## config.mk

```make
export PLATFORM = sky130hd
export DESIGN_NAME = cva6_hpdcache_req_arbiter
export DESIGN_NICKNAME = d
export VERILOG_FILES = /design/src/rtl/cva6_hpdcache_req_arbiter.sv
export SDC_FILE = /design/constraint.sdc
export NUM_CORES = 1
export LEC_CHECK = 0
export ABC_AREA = 0
export CORE_AREA = 2 2 223 225
export DETAILED_ROUTE_END_ITERATION = 7
export DIE_AREA = 0 0 225 227
export DONT_BUFFER_PORTS = 1
export PLACE_DENSITY = 0.3
export SLEW_MARGIN = 0
export SYNTH_ARGS = -nofsm -noshare
export SYNTH_HDL_FRONTEND = slang
export SYNTH_SLANG_ARGS = --single-unit
```

## constraint.sdc

```tcl
create_clock -name clk_i -period 5.5 [get_ports clk_i]
set_clock_uncertainty 0.2 [all_clocks]
set_input_delay 0.55 -clock clk_i [delete_from_list [all_inputs] [get_ports clk_i]]
set_output_delay 0.55 -clock clk_i [all_outputs]
set_load 0.005 [all_outputs]
```

## src/rtl/cva6_hpdcache_req_arbiter.sv

```systemverilog
// HPDcache request arbiter.
// Multiplexes NREQ core-side requesters onto the single HPDcache request port.
// Round-robin selection with a grant lock while the cache stalls, a one-cycle
// pipeline stage for the second-cycle qualifiers (abort/tag/pma) of virtually
// indexed requests, and sid-based response demultiplexing.
//
// Ports:
//   clk_i, rst_ni                         clock, asynchronous active-low reset
//   req_valid_i/req_ready_o/req_i         per-requester first-cycle handshake + payload
//   req_abort_i/req_tag_i/req_pma_i       per-requester second-cycle qualifiers
//   hpdcache_req_valid_o/_ready_i/_o      cache-side request handshake + payload
//   hpdcache_req_abort_o/_tag_o/_pma_o    cache-side second-cycle qualifiers
//   hpdcache_rsp_valid_i/hpdcache_rsp_i   cache response
//   rsp_valid_o/rsp_o                     per-requester response

package cva6_hpdcache_req_arbiter_pkg;
    typedef logic [3:0]  hpdcache_req_sid_t;
    typedef logic [15:0] hpdcache_tag_t;

    typedef struct packed {
        logic uncacheable;
        logic io;
    } hpdcache_pma_t;

    typedef struct packed {
        logic [11:0]       addr_offset;
        logic [31:0]       wdata;
        logic [3:0]        op;
        logic [3:0]        be;
        logic [2:0]        size;
        hpdcache_req_sid_t sid;
        logic [3:0]        tid;
        logic              need_rsp;
        logic              phys_indexed;
        logic [15:0]       addr_tag;
    } hpdcache_req_t;

    typedef struct packed {
        logic [31:0]       rdata;
        hpdcache_req_sid_t sid;
        logic [3:0]        tid;
        logic              error;
        logic              aborted;
    } hpdcache_rsp_t;
endpackage

module cva6_hpdcache_req_arbiter
    import cva6_hpdcache_req_arbiter_pkg::*;
#(
    parameter int unsigned NREQ       = 3,
    parameter int unsigned SID_OFFSET = 0
) (
    input  logic                  clk_i,
    input  logic                  rst_ni,

    input  logic [NREQ-1:0]       req_valid_i,
    output logic [NREQ-1:0]       req_ready_o,
    input  hpdcache_req_t         req_i [NREQ],
    input  logic [NREQ-1:0]       req_abort_i,
    input  hpdcache_tag_t         req_tag_i [NREQ],
    input  hpdcache_pma_t         req_pma_i [NREQ],

    output logic                  hpdcache_req_valid_o,
    input  logic                  hpdcache_req_ready_i,
    output hpdcache_req_t         hpdcache_req_o,
    output logic                  hpdcache_req_abort_o,
    output hpdcache_tag_t         hpdcache_req_tag_o,
    output hpdcache_pma_t         hpdcache_req_pma_o,

    input  logic                  hpdcache_rsp_valid_i,
    input  hpdcache_rsp_t         hpdcache_rsp_i,

    output logic [NREQ-1:0]       rsp_valid_o,
    output hpdcache_rsp_t         rsp_o [NREQ]
);

    localparam int unsigned IdxW = $clog2(NREQ);
    typedef logic [IdxW-1:0] idx_t;

    // ptr_q is the requester with the highest priority this cycle.
    idx_t ptr_q, ptr_d;
    logic lock_q, lock_d;
    idx_t lock_idx_q, lock_idx_d;
    logic pend_q, pend_d;
    idx_t pend_idx_q, pend_idx_d;

    idx_t sel;
    logic any_valid;
    logic accept;

    assign any_valid = |req_valid_i;
    assign accept    = any_valid & hpdcache_req_ready_i;

    // Selection never looks at hpdcache_req_ready_i, so valid_o has no
    // combinational dependency on ready.
    always_comb begin
        logic        found;
        int unsigned cand;
        sel   = ptr_q;
        found = 1'b0;
        cand  = 0;
        if (lock_q && req_valid_i[lock_idx_q]) begin
            sel = lock_idx_q;
        end else begin
            for (int unsigned k = 0; k < NREQ; k++) begin
                cand = 32'(ptr_q) + k;
                if (cand >= NREQ) begin
                    cand = cand - NREQ;
                end
                if (!found && req_valid_i[cand[IdxW-1:0]]) begin
                    found = 1'b1;
                    sel   = cand[IdxW-1:0];
                end
            end
        end
    end

    always_comb begin
        ptr_d      = ptr_q;
        lock_d     = any_valid & ~hpdcache_req_ready_i;
        lock_idx_d = sel;
        pend_d     = accept & ~req_i[sel].phys_indexed;
        pend_idx_d = sel;
        if (accept) begin
            if (32'(sel) == NREQ - 1) begin
                ptr_d = '0;
            end else begin
                ptr_d = sel + idx_t'(1);
            end
        end
    end

    always_ff @(posedge clk_i or negedge rst_ni) begin
        if (!rst_ni) begin
            ptr_q      <= '0;
            lock_q     <= 1'b0;
            lock_idx_q <= '0;
            pend_q     <= 1'b0;
            pend_idx_q <= '0;
        end else begin
            ptr_q      <= ptr_d;
            lock_q     <= lock_d;
            lock_idx_q <= lock_idx_d;
            pend_q     <= pend_d;
            pend_idx_q <= pend_idx_d;
        end
    end

    // Request forwarding
    always_comb begin
        hpdcache_req_valid_o = any_valid;
        hpdcache_req_o       = req_i[sel];
        hpdcache_req_o.sid   = hpdcache_req_sid_t'(32'(sel) + SID_OFFSET);
        req_ready_o          = '0;
        req_ready_o[sel]     = any_valid & hpdcache_req_ready_i;
    end

    // Second-cycle qualifiers come from whoever was accepted last cycle
    always_comb begin
        hpdcache_req_abort_o = 1'b0;
        hpdcache_req_tag_o   = '0;
        hpdcache_req_pma_o   = '0;
        if (pend_q) begin
            hpdcache_req_abort_o = req_abort_i[pend_idx_q];
            hpdcache_req_tag_o   = req_tag_i[pend_idx_q];
            hpdcache_req_pma_o   = req_pma_i[pend_idx_q];
        end
    end

    // Response routing; an unmatched sid asserts no valid
    always_comb begin
        for (int unsigned i = 0; i < NREQ; i++) begin
            rsp_valid_o[i] = hpdcache_rsp_valid_i &&
                             (hpdcache_rsp_i.sid == hpdcache_req_sid_t'(i + SID_OFFSET));
            rsp_o[i]       = hpdcache_rsp_i;
        end
    end

endmodule

```

# Yosys cells after proc, flatten, opt, wreduce, memory -nomap -nowiden
# Cells that the tools add are included.
# classes
eq_ne	3
mux	39
n_reduce_logical	11
order_cmp	11
addsub	6
bitwise	8
# ops
op	n
binary-select mux 81 bit (select 2 bit)	1
2-to-1 mux 81 bit	2
2-to-1 mux 16 bit	3
binary-select mux 16 bit (select 2 bit)	1
2-to-1 mux 2 bit	14
less-than comparator 2 x 3 -> 1 bit (second input constant)	5
2-to-1 mux 1 bit	11
binary-select mux 1 bit (select 2 bit)	5
logical AND 1 bit	7
greater-or-equal comparator 3 x 2 -> 1 bit (second input constant)	2
greater-or-equal comparator 3 bit (second input constant)	2
inverter 2 -> 3 bit	2
subtractor 2 bit (second input constant)	3
binary-select mux 2 bit (select 2 bit)	1
== test 4 x 1 -> 1 bit (second input constant)	1
== test 4 x 2 -> 1 bit (second input constant)	1
zero test 4 bit	1
adder 2 x 1 -> 3 bit (second input constant)	1
adder 2 x 2 -> 3 bit (second input constant)	1
AND 1 bit	3
AND 3 bit	1
OR reduction 3 bit	1
adder 2 x 1 -> 2 bit (second input constant)	1
demux 1 bit (select 2 bit)	1
5 further kinds	7
# totals
wordCells	82
ff_bits	6

# Depth between registers and ports, before layout
# depth
depth_word	22
mapped_depth	11
ltp_nobuf	8

# Worst setup path after synthesis
# OpenSTA, ideal clock, no wires.
# synth_path
path_kind	flip-flop to output port
from	register ptr_q[0]
to	output hpdcache_req_o[72] (netlist bit)
path_slack_ns	2.367
arrival_time_ns	2.383
required_ns	4.750
stages_incl_launch_ff	12
path_buffers	3
path_cell_list	dfrtp_1 > inv_1 > ha_1 > and3b_1 > nand2b_1 > o311a_1 > o221a_1 > buf_6 > buf_6 > buf_6 > mux2i_1 > o2bb2ai_1
# synth_lines
element	line	source
from (decl)	81	idx_t ptr_q, ptr_d;
from (signal assigned)	141	ptr_q <= ptr_d;
to (decl)	65	output hpdcache_req_t hpdcache_req_o,

==> results_dict.tcl <==
set metrics [dict create \
    worstPathRequired_ns 4.75 \
    use_met3_pct 2.362 \
    numCtsBuffers 3 \
    htreeDepth 1 \
    synth_area_mm2 0.003692 \
    fmax_mhz 245.6 \
    synth_cell_types 41 \
    dr.pass1.iters 4 \
    wire_per_inst_um 19.78 \
    drtIter0Drc 108 \
    drcViolationCount 0 \
    yosys_warnings 0 \
    post-route-min-period_ns 4.072 \
    synth-edff-count 0 \
    fp.dieW_um 225 \
    clk_path_buf_depth 2 \
    ant_nets 0 \
    syn2layout_area_growth_pct -6.066 \
    coreArea_mm2 0.04855 \
    use_met1_pct 6.818 \
    clock-root-buffer "clkbuf_16" \
    power_density_mw_per_mm2 595.1 \
    layout.nets 665 \
    min_period_over_period_pct 74.03 \
    endpoint_kind "output port" \
    cts_tree "built" \
    dp_hpwl_um 15900 \
    synth_seq_area_share_pct 4.066 \
    slew_viol_final 0 \
    grt_max_degree 78 \
    diodes 0 \
    crit_fanout 46 \
    cp-startpoint "ptr_q[1]" \
    clk_pin_slew_ns 0.04 \
    grt_pass1_wl_um 22890 \
    critPathSlowestCell "o221a_4" \
    holdCritStartpoint "hpdcache_req_ready_i" \
    cpMostUsedCell "mux2i_1" \
    ioPinCount 582 \
    peakVddDrop_uv 247.3 \
    finalSetupViolations 0 \
    r2r-end "pend_q" \
    io_buffers 0 \
    grt_most_used_layer "met2" \
    placedCellCount 928 \
    rsz0062_at_grt "no" \
    grt_pass1_vias 2786 \
    r2r_slack_ns 2.21 \
    antenna_found_initial 4 \
    min-delay-path-class "in2reg" \
    yosys_most_used_dff "dfrtp_1" \
    track_usage_pct 6.573 \
    syn-mean-instance-area_um2 7.975 \
    synth_seq_cells 6 \
    clk_latency_ns 0.23 \
    cpPeakStageDelay_ns 0.66 \
    worstReg2RegStart "ptr_q[1]" \
    crit_chain "inv_1 -> ha_1 -> mux2i_1 -> mux2_2 -> o311a_1 -> o221a_4 -> buf_12 -> mux2i_1 -> o2bb2ai_1" \
    finalSetupTns_ns 0 \
    die_h_um 227 \
    num_vias 2906 \
    max-cap-violations 0 \
    gr-usage-met2_pct 12.39 \
    synthCells 463 \
    p_leak_nw 1.188 \
    ys_async_sr_fraction_pct 100.0 \
    startpoint_type "flip-flop" \
    hold_viol 0 \
    fillCellCount 5659 \
    clock-sinks 6 \
    worstHoldPathCells 1 \
    worst_hold_path.endpoint "lock_q" \
    stdcell_count 932 \
    status "finished, final reports clean" \
    place.gp.congestion 0.9898 \
    crit_arrival_ns 3.32 \
    dieArea_mm2 0.05108 \
    wirelength_um 18430 \
    postCtsSetupBuffers 0 \
    reg2reg_depth 9 \
    grt_overflow 0 \
    worstMarginPinSlew_ns 0.9034 \
    worstSetupPathType "reg2out" \
    via_per_inst 3.118 \
    start_util_pct 7.606 \
    fp-row-count 81 \
    drive_above_1_share_pct 5.161 \
    relSlewSlack_pct 39.77 \
]
==> power by group <==
group / switching (W) / internal, W / leakage (nW)
registers: 0.0000413 / 0.0000606 / 0.0753
clock network: 0.0000296 / 0.0000939 / 0.0370
logic: 0.00115 / 0.000693 / 1.08
total: 0.00122 / 0.000848 / 1.19
==> flip-flops by register name, indices dropped and copies added, names as in the netlist <==
name / count
pend_q: 1
ptr_q: 2
lock_q: 1
pend_idx_q: 2
==> metal layers <==
layer | vias up | routed length, um
met3 | 36 | 1911
li1 | 1252 | -
met2 | 328 | 9390
met4 | 0 | 497
met5 | - | 0
met1 | 1290 | 6632
==> worst max-delay path, delay by kind of cell, from the launching register on <==
kind / cells / cell delay [ns]
adders and majority gates: 1 / 0.27
DFF: 1 / 0.42
AOI/OAI and AO/OA: 3 / 1.02
muxes: 3 / 0.84
buffers and inverters: 2 / 0.46
==> area by class of cell <==
type | instances | area (um2) | area share, %
Clock buffer | 3 | 75.07 | 2.164
Inverter | 6 | 22.52 | 0.6493
Multi-Input combinational cell | 290 | 2390 | 68.90
Sequential cell | 6 | 150.1 | 4.329
Tap cell | 622 | 778.2 | 22.44
Timing Repair Buffer | 5 | 52.55 | 1.515
==> Yosys cell counts, types with 2 or more instances <==
cell type / number / area share, %
nand2b_1: 2 / 0.34
buf_2: 12 / 1.6
o2bb2ai_1: 76 / 18
buf_6: 7 / 2.1
o21ai_1: 3 / 0.41
a21oi_1: 20 / 2.7
inv_1: 6 / 0.61
nor2_1: 24 / 2.4
ha_1: 4 / 1.4
nand2_1: 6 / 0.61
dfrtp_1: 6 / 4.1
nor3b_1: 4 / 0.81
nor3_1: 2 / 0.27
o21ai_0: 2 / 0.27
buf_4: 128 / 26
clkbuf_1: 15 / 1.5
mux2i_1: 99 / 27
mux2_2: 2 / 0.61
nor2b_1: 23 / 3.9
==> logic make-up (layout without fill, tap and decap cells) <==
logic type	count (synthesis)	after routing	synth area share (%)
DFF	6	6	4.066
buffers and inverters	168	14	31.92
and+or+nand+nor	69	69	9.963
muxes	102	102	27.85
AOI/OAI and AO/OA	113	113	24.74
other	1	2	0.1016
adders and majority gates	4	4	1.356
==> stage by stage <==
step           util (%)  setup slack [ns]  instance area [um2]  hold slack (ns)  total power [W]
2_1_floorplan         -             2.367                 3696          0.05441         0.001684
3_3_place_gp      6.969             1.513                 3383          0.05569         0.002001
3_5_place_dp      6.969             1.518                 3383          0.05572         0.001987
4_1_cts           7.145             1.273                 3468           0.1799         0.002119
5_1_grt           7.145             1.117                 3468           0.1762         0.002257
6_report          7.145             1.428                 3468           0.1829         0.002064
==> placed cells by master (no fill, tap or decap), types with 4 or more instances in the layout <==
| cell | instances |
|---|---|
| a21oi_1 | 20 |
| dfrtp_1 | 6 |
| ha_1 | 4 |
| inv_1 | 6 |
| mux2i_1 | 99 |
| nand2_1 | 6 |
| nor2_1 | 24 |
| nor2b_1 | 23 |
| nor3b_1 | 4 |
| o2bb2ai_1 | 76 |
==> how the worst max path moves through the flow <==
| stage | slack [ns] | to |
|---|---|---|
| after floorplan | 2.37 | hpdcache_req_o[72] |
| after global placement | 1.51 | hpdcache_req_o[16] |
| after detailed placement | 1.52 | hpdcache_req_o[46] |
| after CTS | 1.27 | hpdcache_req_o[46] |
| after global routing | 1.12 | hpdcache_req_o[8] |
| final | 1.43 | hpdcache_req_o[45] |
==> what timing repair did <==
| action | in CTS | in global routing |
|---|---|---|
| resized for setup | 0 | 0 |
| hold buffers | 1 | 0 |
| hold endpoints to repair | 6 | 0 |
Note: power is estimated with default switching activity, not from simulation.
